File: src/rtl/nn_layer_sequencer_pkg.sv
// Shared types and default sizing for the speech-network layer sequencer.
package nn_parameters;

    localparam int NUM_LAYERS     = 4;
    localparam int FINAL_LAT      = 2;
    localparam int TIMEOUT_CYCLES = 65535;
    localparam int CNT_W          = 16;

    typedef logic [1:0] class_t;

    typedef enum logic [2:0] {
        IDLE,
        START,
        RUN,
        FINAL,
        RESULT,
        ERROR
    } seq_state_t;

endpackage

File: src/rtl/nn_layer_sequencer_timeout_counter.sv
// Up-counter with synchronous clear and a terminal-count flag; shared by the
// per-layer timeout and the final-stage latency wait.
module seq_timeout_counter #(
    parameter int CNT_W = 16
) (
    input  logic             i_clk,
    input  logic             i_rst_n,
    input  logic             i_clr,
    input  logic             i_en,
    input  logic [CNT_W-1:0] i_tc_val,
    output logic             o_tc
);

    logic [CNT_W-1:0] r_cnt;

    always_ff @(posedge i_clk or negedge i_rst_n) begin
        if (!i_rst_n) begin
            r_cnt <= '0;
        end else if (i_clr) begin
            r_cnt <= '0;
        end else if (i_en) begin
            r_cnt <= r_cnt + 1'b1;
        end
    end

    assign o_tc = (r_cnt == i_tc_val);

endmodule

File: src/rtl/nn_layer_sequencer.sv
// Layer sequencer: accepts a feature frame, starts each dense layer in turn,
// waits out the argmax latency and hands the class over a valid/ready port.
//   state  | meaning
//   IDLE   | waiting for a feature frame
//   START  | one-cycle start pulse for layer r_layer_idx
//   RUN    | layer running, watching its done and the timeout
//   FINAL  | waiting for the registered argmax to settle
//   RESULT | result_valid held until the consumer takes it
//   ERROR  | a layer hung; held until err_clear
import nn_parameters::*;

module nn_layer_sequencer #(
    parameter int NUM_LAYERS     = nn_parameters::NUM_LAYERS,
    parameter int FINAL_LAT      = nn_parameters::FINAL_LAT,
    parameter int TIMEOUT_CYCLES = nn_parameters::TIMEOUT_CYCLES,
    parameter int CNT_W          = nn_parameters::CNT_W
) (
    input  logic                  i_clk,
    input  logic                  i_rst_n,
    input  logic                  i_feat_valid,
    output logic                  o_feat_ready,
    output logic [NUM_LAYERS-1:0] o_layer_start,
    input  logic [NUM_LAYERS-1:0] i_layer_done,
    input  class_t                i_class_in,
    output logic                  o_result_valid,
    input  logic                  i_result_ready,
    output class_t                o_result_class,
    output logic                  o_busy,
    input  logic                  i_abort,
    output logic                  o_timeout_err,
    input  logic                  i_err_clear
);

    localparam int LIDX_W = (NUM_LAYERS > 1) ? $clog2(NUM_LAYERS) : 1;
    localparam logic [LIDX_W-1:0] LAST_IDX = LIDX_W'(NUM_LAYERS - 1);

    seq_state_t        r_state, w_state_next;
    logic [LIDX_W-1:0] r_layer_idx, w_layer_idx_next;
    logic              r_result_valid, w_result_valid_next;
    class_t            r_result_class, w_result_class_next;
    logic              r_timeout_err, w_timeout_err_next;
    logic              w_cnt_clr, w_cnt_en, w_cnt_tc;
    logic [CNT_W-1:0]  w_tc_val;

    always_ff @(posedge i_clk or negedge i_rst_n) begin
        if (!i_rst_n) begin
            r_state        <= IDLE;
            r_layer_idx    <= '0;
            r_result_valid <= 1'b0;
            r_result_class <= '0;
            r_timeout_err  <= 1'b0;
        end else begin
            r_state        <= w_state_next;
            r_layer_idx    <= w_layer_idx_next;
            r_result_valid <= w_result_valid_next;
            r_result_class <= w_result_class_next;
            r_timeout_err  <= w_timeout_err_next;
        end
    end

    always_comb begin
        w_state_next        = r_state;
        w_layer_idx_next    = r_layer_idx;
        w_result_valid_next = r_result_valid;
        w_result_class_next = r_result_class;
        w_timeout_err_next  = r_timeout_err;
        // Abort outranks done, timeout and the result handshake.
        if (i_abort && (r_state inside {START, RUN, FINAL, RESULT})) begin
            w_state_next        = IDLE;
            w_layer_idx_next    = '0;
            w_result_valid_next = 1'b0;
        end else begin
            case (r_state)
                IDLE: begin
                    if (i_feat_valid) begin
                        w_state_next     = START;
                        w_layer_idx_next = '0;
                    end
                end
                START: w_state_next = RUN;
                RUN: begin
                    if (i_layer_done[r_layer_idx]) begin
                        if (r_layer_idx == LAST_IDX) begin
                            w_state_next = FINAL;
                        end else begin
                            w_layer_idx_next = r_layer_idx + 1'b1;
                            w_state_next     = START;
                        end
                    end else if (w_cnt_tc) begin
                        w_state_next       = ERROR;
                        w_timeout_err_next = 1'b1;
                    end
                end
                FINAL: begin
                    if (w_cnt_tc) begin
                        w_state_next        = RESULT;
                        w_result_valid_next = 1'b1;
                        w_result_class_next = i_class_in;
                    end
                end
                RESULT: begin
                    if (i_result_ready) begin
                        w_state_next        = IDLE;
                        w_result_valid_next = 1'b0;
                        w_layer_idx_next    = '0;
                    end
                end
                ERROR: begin
                    if (i_err_clear) begin
                        w_state_next       = IDLE;
                        w_timeout_err_next = 1'b0;
                        w_layer_idx_next   = '0;
                    end
                end
                default: w_state_next = IDLE;
            endcase
        end
    end

    // Counter restarts at zero on every state change so RUN and FINAL both begin at 0.
    assign w_cnt_en  = (r_state == RUN) || (r_state == FINAL);
    assign w_cnt_clr = !w_cnt_en || (w_state_next != r_state);
    assign w_tc_val  = (r_state == FINAL) ? CNT_W'(FINAL_LAT - 1) : CNT_W'(TIMEOUT_CYCLES - 1);

    seq_timeout_counter #(.CNT_W(CNT_W)) u_cnt (
        .i_clk    (i_clk),
        .i_rst_n  (i_rst_n),
        .i_clr    (w_cnt_clr),
        .i_en     (w_cnt_en),
        .i_tc_val (w_tc_val),
        .o_tc     (w_cnt_tc)
    );

    always_comb begin
        o_layer_start = '0;
        if (r_state == START) begin
            o_layer_start[r_layer_idx] = 1'b1;
        end
    end

    assign o_feat_ready   = (r_state == IDLE);
    assign o_busy         = (r_state != IDLE);
    assign o_result_valid = r_result_valid;
    assign o_result_class = r_result_class;
    assign o_timeout_err  = r_timeout_err;

endmodule

File: config.mk
export PLATFORM = sky130hd
export DESIGN_NAME = nn_layer_sequencer
export DESIGN_NICKNAME = d
export VERILOG_FILES = /design/src/rtl/nn_layer_sequencer_pkg.sv /design/src/rtl/nn_layer_sequencer_timeout_counter.sv /design/src/rtl/nn_layer_sequencer.sv
export SDC_FILE = /design/constraint.sdc
export NUM_CORES = 1
export LEC_CHECK = 0
export ABC_AREA = 1
export ABC_CLOCK_PERIOD_IN_PS = 1600
export CAP_MARGIN = 5
export CELL_PAD_IN_SITES_DETAIL_PLACEMENT = 0
export CELL_PAD_IN_SITES_GLOBAL_PLACEMENT = 1
export CORE_ASPECT_RATIO = 1.4
export CORE_UTILIZATION = 37
export CTS_CLUSTER_DIAMETER = 50
export DETAILED_ROUTE_END_ITERATION = 6
export HOLD_SLACK_MARGIN = 0.03
export MAX_ROUTING_LAYER = met4
export PLACE_DENSITY = 0.83
export SYNTH_ARGS = -nofsm -noshare
export SYNTH_HDL_FRONTEND = slang
export SYNTH_SLANG_ARGS = --single-unit
File: constraint.sdc
create_clock -name i_clk -period 1.6 [get_ports i_clk]
set_input_delay 0.32 -clock i_clk [delete_from_list [all_inputs] [get_ports i_clk]]
set_output_delay 0.32 -clock i_clk [all_outputs]
set_load 0.005 [all_outputs]
==> results of run 1 <==
## cell families after synthesis
family          after synthesis  share of synthesized area
fa+ha+maj                     5                     0.0354
xor+xnor                     13                     0.0644
buf+inv                      38                     0.0941
flops                        25                      0.354
compound gates                9                     0.0283
mux                           2                     0.0127
simple gates                138                      0.412
## stage by stage
step | utilization | TNS, ns | power (mW)
after CTS | 0.594 | -3.19 | 2.84
after global routing | 0.668 | -6.88 | 3.61
after detailed placement | 0.544 | -5.64 | 2.13
after global placement | 0.544 | -4.93 | 2.11
after floorplan | - | -0.409 | 1.50
final | 0.668 | -4.68 | 3.41
## final cells by class
type                            count  area (sq um)  share of cell area
Clock buffer                        3          41.3              0.0135
Clock inverter                      1          7.51             0.00246
Inverter                           36           145              0.0475
Multi-Input combinational cell    167          1210               0.396
Sequential cell                    25           629               0.206
Tap cell                           62          77.6              0.0254
Timing Repair Buffer              114           945               0.309
## critical path, cell delays in order, from the launching register on
cell and delay, ns:
dfrtp_1 0.42, buf_4 0.15, buf_4 0.12, nand2_1 0.10, nand3_4 0.09, nand3_2 0.07, nand2_1 0.05, inv_1 0.08
nand2_2 0.07, inv_2 0.07, nand2_4 0.05, nand2_2 0.07, nand2_2 0.05, nand2_2 0.07, nand2_4 0.07, buf_12 0.15
nor2_4 0.09
## layer usage
layer  vias to the layer above  GRT usage  wire [um]
li1                        944          -          -
met1                       917      0.217       2080
met2                        41      0.392       3060
met3                        23     0.0217        103
met4                         0     0.0806        258
met5                         -          -          0
## cells in the mapped netlist
cell type | n | share of area
o22ai_1 | 1 | 0.0035
nand2_1 | 43 | 0.091
inv_2 | 6 | 0.013
buf_12 | 1 | 0.011
xor2_1 | 11 | 0.054
nand3_2 | 2 | 0.011
ha_1 | 5 | 0.035
nor2_1 | 38 | 0.081
o22a_1 | 1 | 0.0050
buf_6 | 1 | 0.0064
clkinv_1 | 1 | 0.0021
nor4_1 | 1 | 0.0035
nand3b_1 | 1 | 0.0042
nor2_2 | 1 | 0.0035
inv_1 | 29 | 0.062
a21oi_1 | 5 | 0.014
nor3_4 | 1 | 0.0092
mux2_2 | 2 | 0.013
nand3_1 | 20 | 0.057
xnor2_1 | 2 | 0.0099
nor3b_1 | 1 | 0.0042
dfrtp_1 | 25 | 0.35
nand2_2 | 9 | 0.032
nor3_1 | 2 | 0.0057
nor2_4 | 13 | 0.083
or2_2 | 1 | 0.0035
nand2_4 | 2 | 0.013
o21ai_0 | 2 | 0.0057
nand4_1 | 3 | 0.011
## cells in the final DEF (no fill, tap or decap), drive strengths merged, types with 3 or more instances in the layout
cell and count:
a21oi 5, buf 99, clkbuf 3, clkdlybuf4s50 15, dfrtp 25, ha 5, inv 35, nand2 54
nand3 22, nand4 3, nor2 52, nor3 3, xor2 11
## path summary, 6_finish.rpt
kind / from / end / slack, ns / cells past startpoint
setup / recovery: r_layer_idx[0] / u_cnt.r_cnt[4] / -0.25 / 16
hold / removal: i_rst_n / u_cnt.r_cnt[0] / 0.40 / 2
setup reg to reg: r_layer_idx[0] / u_cnt.r_cnt[4] / -0.25 / 16
hold reg to reg: o_timeout_err / o_timeout_err / 0.50 / 1
max in group asynchronous: i_rst_n / r_state[2] / 0.93 / 2
min in group i_clk: o_timeout_err / o_timeout_err / 0.50 / 1
## state kept, by name, summed over array words and instances (netlist names)
signal / cells
r_state: 3
u_cnt.r_cnt: 16
r_layer_idx: 2
o_result_class: 2
o_result_valid: 1
o_timeout_err: 1
## repair_timing
item | CTS | global route
buffers inserted | 18 | 20
hold buffers | 0 | 0
pin swaps | 8 | 21
setup endpoints to repair | 26 | 29
resized for setup | 43 | 62
## power groups by stage
stage                     combinational, mW  clock, mW  sequential, mW
after floorplan                       0.724          0           0.772
after global placement                 1.31          0           0.798
after detailed placement               1.33          0           0.798
after CTS                              1.65      0.413           0.779
after global routing                   2.38      0.433           0.796
final                                  2.23      0.389           0.792
==> impl_metrics.py, run 1 <==
metrics = {
    "run_status": {
        "status": "finished with violations",
        "violations": "setup timing",
    },
    "logic_synthesis": {
        "netlist_instances": 230,
        "syn_nets": 247,
        "ys_warn_count": 0,
        "ys_ff_latch": 25,
        "yosysUniqueCellTypes": 29,
        "synth_area_sq_um": 1770,
        "syn_avg_cell_area_sq_um": 7.69,
        "ys_seq_area_frac": 0.354,
    },
    "critical_path": {
        "crit_arrival_ns": 2.06,
        "critPathKind": "flip-flop to flip-flop",
        "required_ns": 1.81,
        "endpoint_kind": "flip-flop",
        "cp-start-kind": "flip-flop",
        "cp_max_fo": 7,
    },
    "cts": {
        "worst_setup_hold_path_clk_slew_ns": 0.09,
        "cts_tree": "built",
        "numCtsBuffers": 3,
        "clkLatencyLatePin_ns": 0.28,
        "h-tree-depth": 1,
        "ctsRootBufferMaster": "clkbuf_8",
        "clk_path_buf_depth": 2,
        "clock_sinks": 25,
    },
    "global_route": {
        "overflow": 0,
        "grt_max_degree": 26,
        "grt_pass1_wl_mm": 7.82,
        "antenna_found_initial": 0,
        "grt_pass1_vias": 1888,
        "track_usage": 0.211,
    },
    "routing": {
        "routed-via-count": 1925,
        "wl_per_cell_um": 13.5,
        "drt-initial-drc-count": 55,
        "ant_nets": 0,
        "dr.pass1.iters": 4,
        "drt-vias-per-instance": 4.72,
        "drt-total-wl_mm": 5.50,
        "drc_errors": 0,
    },
    "floorplanning": {
        "core_sq_um": 4570,
        "rows": 29,
        "die_h_um": 83.8,
        "start_util": 0.387,
        "die_x_um": 60.4,
        "io_pins": 22,
        "die_area_sq_um": 5070,
    },
    "place": {
        "gp_congestion": 0.840,
        "placed_cell_area_sq_um": 2490,
        "placed_cells": 368,
        "dp_slack_ns": -0.310,
        "port_buffers": 21,
        "hpwlAfterDp_mm": 3.33,
    },
    "timing": {
        "hold_violations": 0,
        "setup_viol": 25,
        "fin_crit_sh": 1.15,
        "relSlewSlack": 0.777,
        "tightest_slew_ns": 0.335,
        "whs_ns": 0.396,
        "period_minus_slack_ns": 1.85,
        "slew_violations": 0,
        "rsz0062_at_grt": "true",
        "worst_slack_ns": -0.247,
        "clock.fmax_mhz": 541,
        "clock_skew_ns": 0.00811,
    },
    "power": {
        "vdd_drop_max_mv": 0.533,
        "leakage_nw": 1.49,
        "p_switching_mw": 1.38,
        "intPower_mw": 2.03,
        "p_per_area_nw_per_um2": 1120,
        "seq_power_share": 0.232,
        "switching_share": 0.404,
        "power_frac_clock": 0.114,
        "p_comb_frac": 0.654,
    },
    "job": {
        "maxCapViolCount": 0,
    },
    "layout": {
        "nFillCells": 365,
        "n_antenna_cell": 0,
        "syn_to_final_growth_pct": 72.6,
        "drive_above_1_share": 0.555,
        "finish.instance_area_sq_um": 3050,
        "finish.net_count": 364,
        "finalNonFillerCells": 408,
    },
    "hold_path": {
        "hold_class": "input pin to async pin",
    },
}
No activity file was read; power rests on OpenSTA's default activity.
==> run 2: changes to the inputs <==
Settings changed: CAP_MARGIN 5 to 40, GPL_ROUTABILITY_DRIVEN from default to 0.
==> results of run 2 <==
Same layout as run 1: the final DEF is identical, and so are final timing and power.
==> run 3: changes to the inputs <==
Settings changed: SKIP_CTS_REPAIR_TIMING from default to 1.
==> run 3 against run 2 <==
  * The flow still finishes with violations (setup timing)
  * Critical endpoint is now u_cnt.r_cnt[11]
  * Routed wire length fell by 19%
  * Global-route usage is 2.1 points lower
  * First-iteration DRC count rose by 31%
  * Die area unchanged
  * Combinational power decreased by 28%
  * Count of clock-buffer cells in the layout stayed put
==> impl_metrics.py, run 3 (synthesis gave the netlist of run 1 again) <==
metrics = {
    "timing": {
        "slew_violations": 0,
        "hold_violations": 0,
        "clock_skew_ns": 0.00608,
        "tightest_slew_ns": 0.330,
        "rsz0062_at_grt": "true",
        "clock.fmax_mhz": 563,
        "relSlewSlack": 0.780,
        "period_minus_slack_ns": 1.78,
        "setup_viol": 20,
        "fin_crit_sh": 1.11,
        "setup-tns-final_ns": -2.84,
        "worst_slack_ns": -0.177,
    },
    "global_route": {
        "met3_usage": 0.0186,
        "grt_max_degree": 26,
        "antenna_found_initial": 0,
        "met1_usage": 0.211,
        "track_usage": 0.191,
        "grt_pass1_wl_mm": 7.03,
        "grt_busiest_layer": "met2",
        "grt_util_met2": 0.347,
        "grt_pass1_vias": 1660,
        "overflow": 0,
    },
    "layout": {
        "top_regs": "u_cnt.r_cnt: 16 flops, r_state: 3 flops",
        "drive_above_1_share": 0.433,
        "n_antenna_cell": 0,
        "finalNonFillerCells": 383,
        "final_common_cell": "buf_4",
        "largest_register": "u_cnt.r_cnt",
        "final_cell_mix": "buf_4, nand2_1, nor2_1, inv_1, dfrtp_1",
        "largest_register_ffs": 16,
        "syn_to_final_growth_pct": 56.6,
        "finish.net_count": 339,
        "nFillCells": 424,
        "utilization": 0.606,
    },
    "cts": {
        "clk_path_buf_depth": 2,
        "h-tree-depth": 1,
        "cts_tree": "built",
        "clkLatencyLatePin_ns": 0.28,
        "ctsRootBufferMaster": "clkbuf_8",
        "worst_setup_hold_path_clk_slew_ns": 0.09,
        "clock_sinks": 25,
        "numCtsBuffers": 3,
    },
    "floorplanning": {
        "die_x_um": 60.4,
        "die_area_sq_um": 5070,
        "die_h_um": 83.8,
        "core_sq_um": 4570,
        "io_pins": 22,
        "rows": 29,
        "start_util": 0.387,
    },
    "place": {
        "hpwlAfterDp_mm": 3.33,
        "port_buffers": 21,
        "dp_slack_ns": -0.310,
        "placed_cells": 368,
    },
    "critical_path": {
        "cp-start-kind": "flip-flop",
        "endpoint_kind": "flip-flop",
        "cp_max_fo": 4,
        "critPathKind": "flip-flop to flip-flop",
        "required_ns": 1.82,
        "crit_arrival_ns": 2.00,
    },
    "routing": {
        "drt-total-wl_mm": 4.44,
        "routed-via-count": 1721,
        "dr.pass1.iters": 4,
        "ant_nets": 0,
        "drc_errors": 0,
        "wl_per_cell_um": 11.6,
        "drt-initial-drc-count": 72,
        "drt-vias-per-instance": 4.49,
    },
    "job": {
        "maxCapViolCount": 0,
    },
    "power": {
        "power_mw": 2.81,
        "vdd_drop_max_mv": 0.509,
        "leakage_nw": 1.37,
        "p_per_area_nw_per_um2": 1010,
    },
    "hold_path": {
        "hold_class": "input pin to async pin",
    },
    "run_status": {
        "status": "finished with violations",
        "violations": "setup timing",
    },
}
## run 3: cell types whose count changed in the layout (fill, tap and decap cells not counted), moves of 5 or more
cell / delta
nand2_1: +10
buf_6: -10
nor2_2: -5
nand2_4: -6
buf_4: -17
nand3_1: +8
inv_1: +5
## run 3: through the flow
stage          hold slack (ns)  instance area, sq um
5_1_grt                  0.433                  2770
3_5_place_dp             0.497                  2490
4_1_cts                  0.401                  2530
3_3_place_gp             0.485                  2490
6_report                 0.388                  2770
2_1_floorplan           0.0244                  1780
## run 3: layout make-up
type / count / area (sq um) / share of cell area
clock inverter: 1 / 7.51 / 0.00271
timing repair buffer: 89 / 772 / 0.279
multi-input combinational: 167 / 1100 / 0.399
clock buffer: 3 / 41.3 / 0.0149
inverter: 36 / 138 / 0.0497
tap: 62 / 77.6 / 0.0280
sequential: 25 / 629 / 0.227
## run 3: power by group
| part | internal, mW | switching, mW | total, mW |
|---|---|---|---|
| registers | 0.700 | 0.0969 | 0.797 |
| clock network | 0.177 | 0.220 | 0.397 |
| logic | 0.828 | 0.785 | 1.61 |
| total | 1.70 | 1.10 | 2.81 |
## run 3: final timing paths
kind                               start              end  slack (ns)  depth (start not counted)
setup / recovery              r_state[2]  u_cnt.r_cnt[11]       -0.18                         13
hold / removal                   i_rst_n   u_cnt.r_cnt[1]        0.39                          2
setup reg to reg              r_state[2]  u_cnt.r_cnt[11]       -0.18                         13
hold reg to reg            o_timeout_err    o_timeout_err        0.51                          1
max in group asynchronous        i_rst_n       r_state[1]        0.94                          2
min in group i_clk         o_timeout_err    o_timeout_err        0.51                          1
## run 3: worst max-delay path: stages (launching register included)
cell and delay, ns:
dfrtp_2 0.44, buf_4 0.16, nor2_4 0.14, nor2_1 0.06, nand3_1 0.10, nand3_2 0.09, nand2_1 0.07, nand2_1 0.05
nand2_1 0.07, nand2_2 0.08, nor2_4 0.13, nand2_4 0.09, clkbuf_16 0.17, nor2_4 0.06
## run 3: metal layers
layer	vias up	wire length [um]	share of wire
met5	-	0	0
met4	0	89	0.020
met3	7	74	0.017
met2	20	2460	0.55
met1	801	1810	0.41
li1	893	-	-
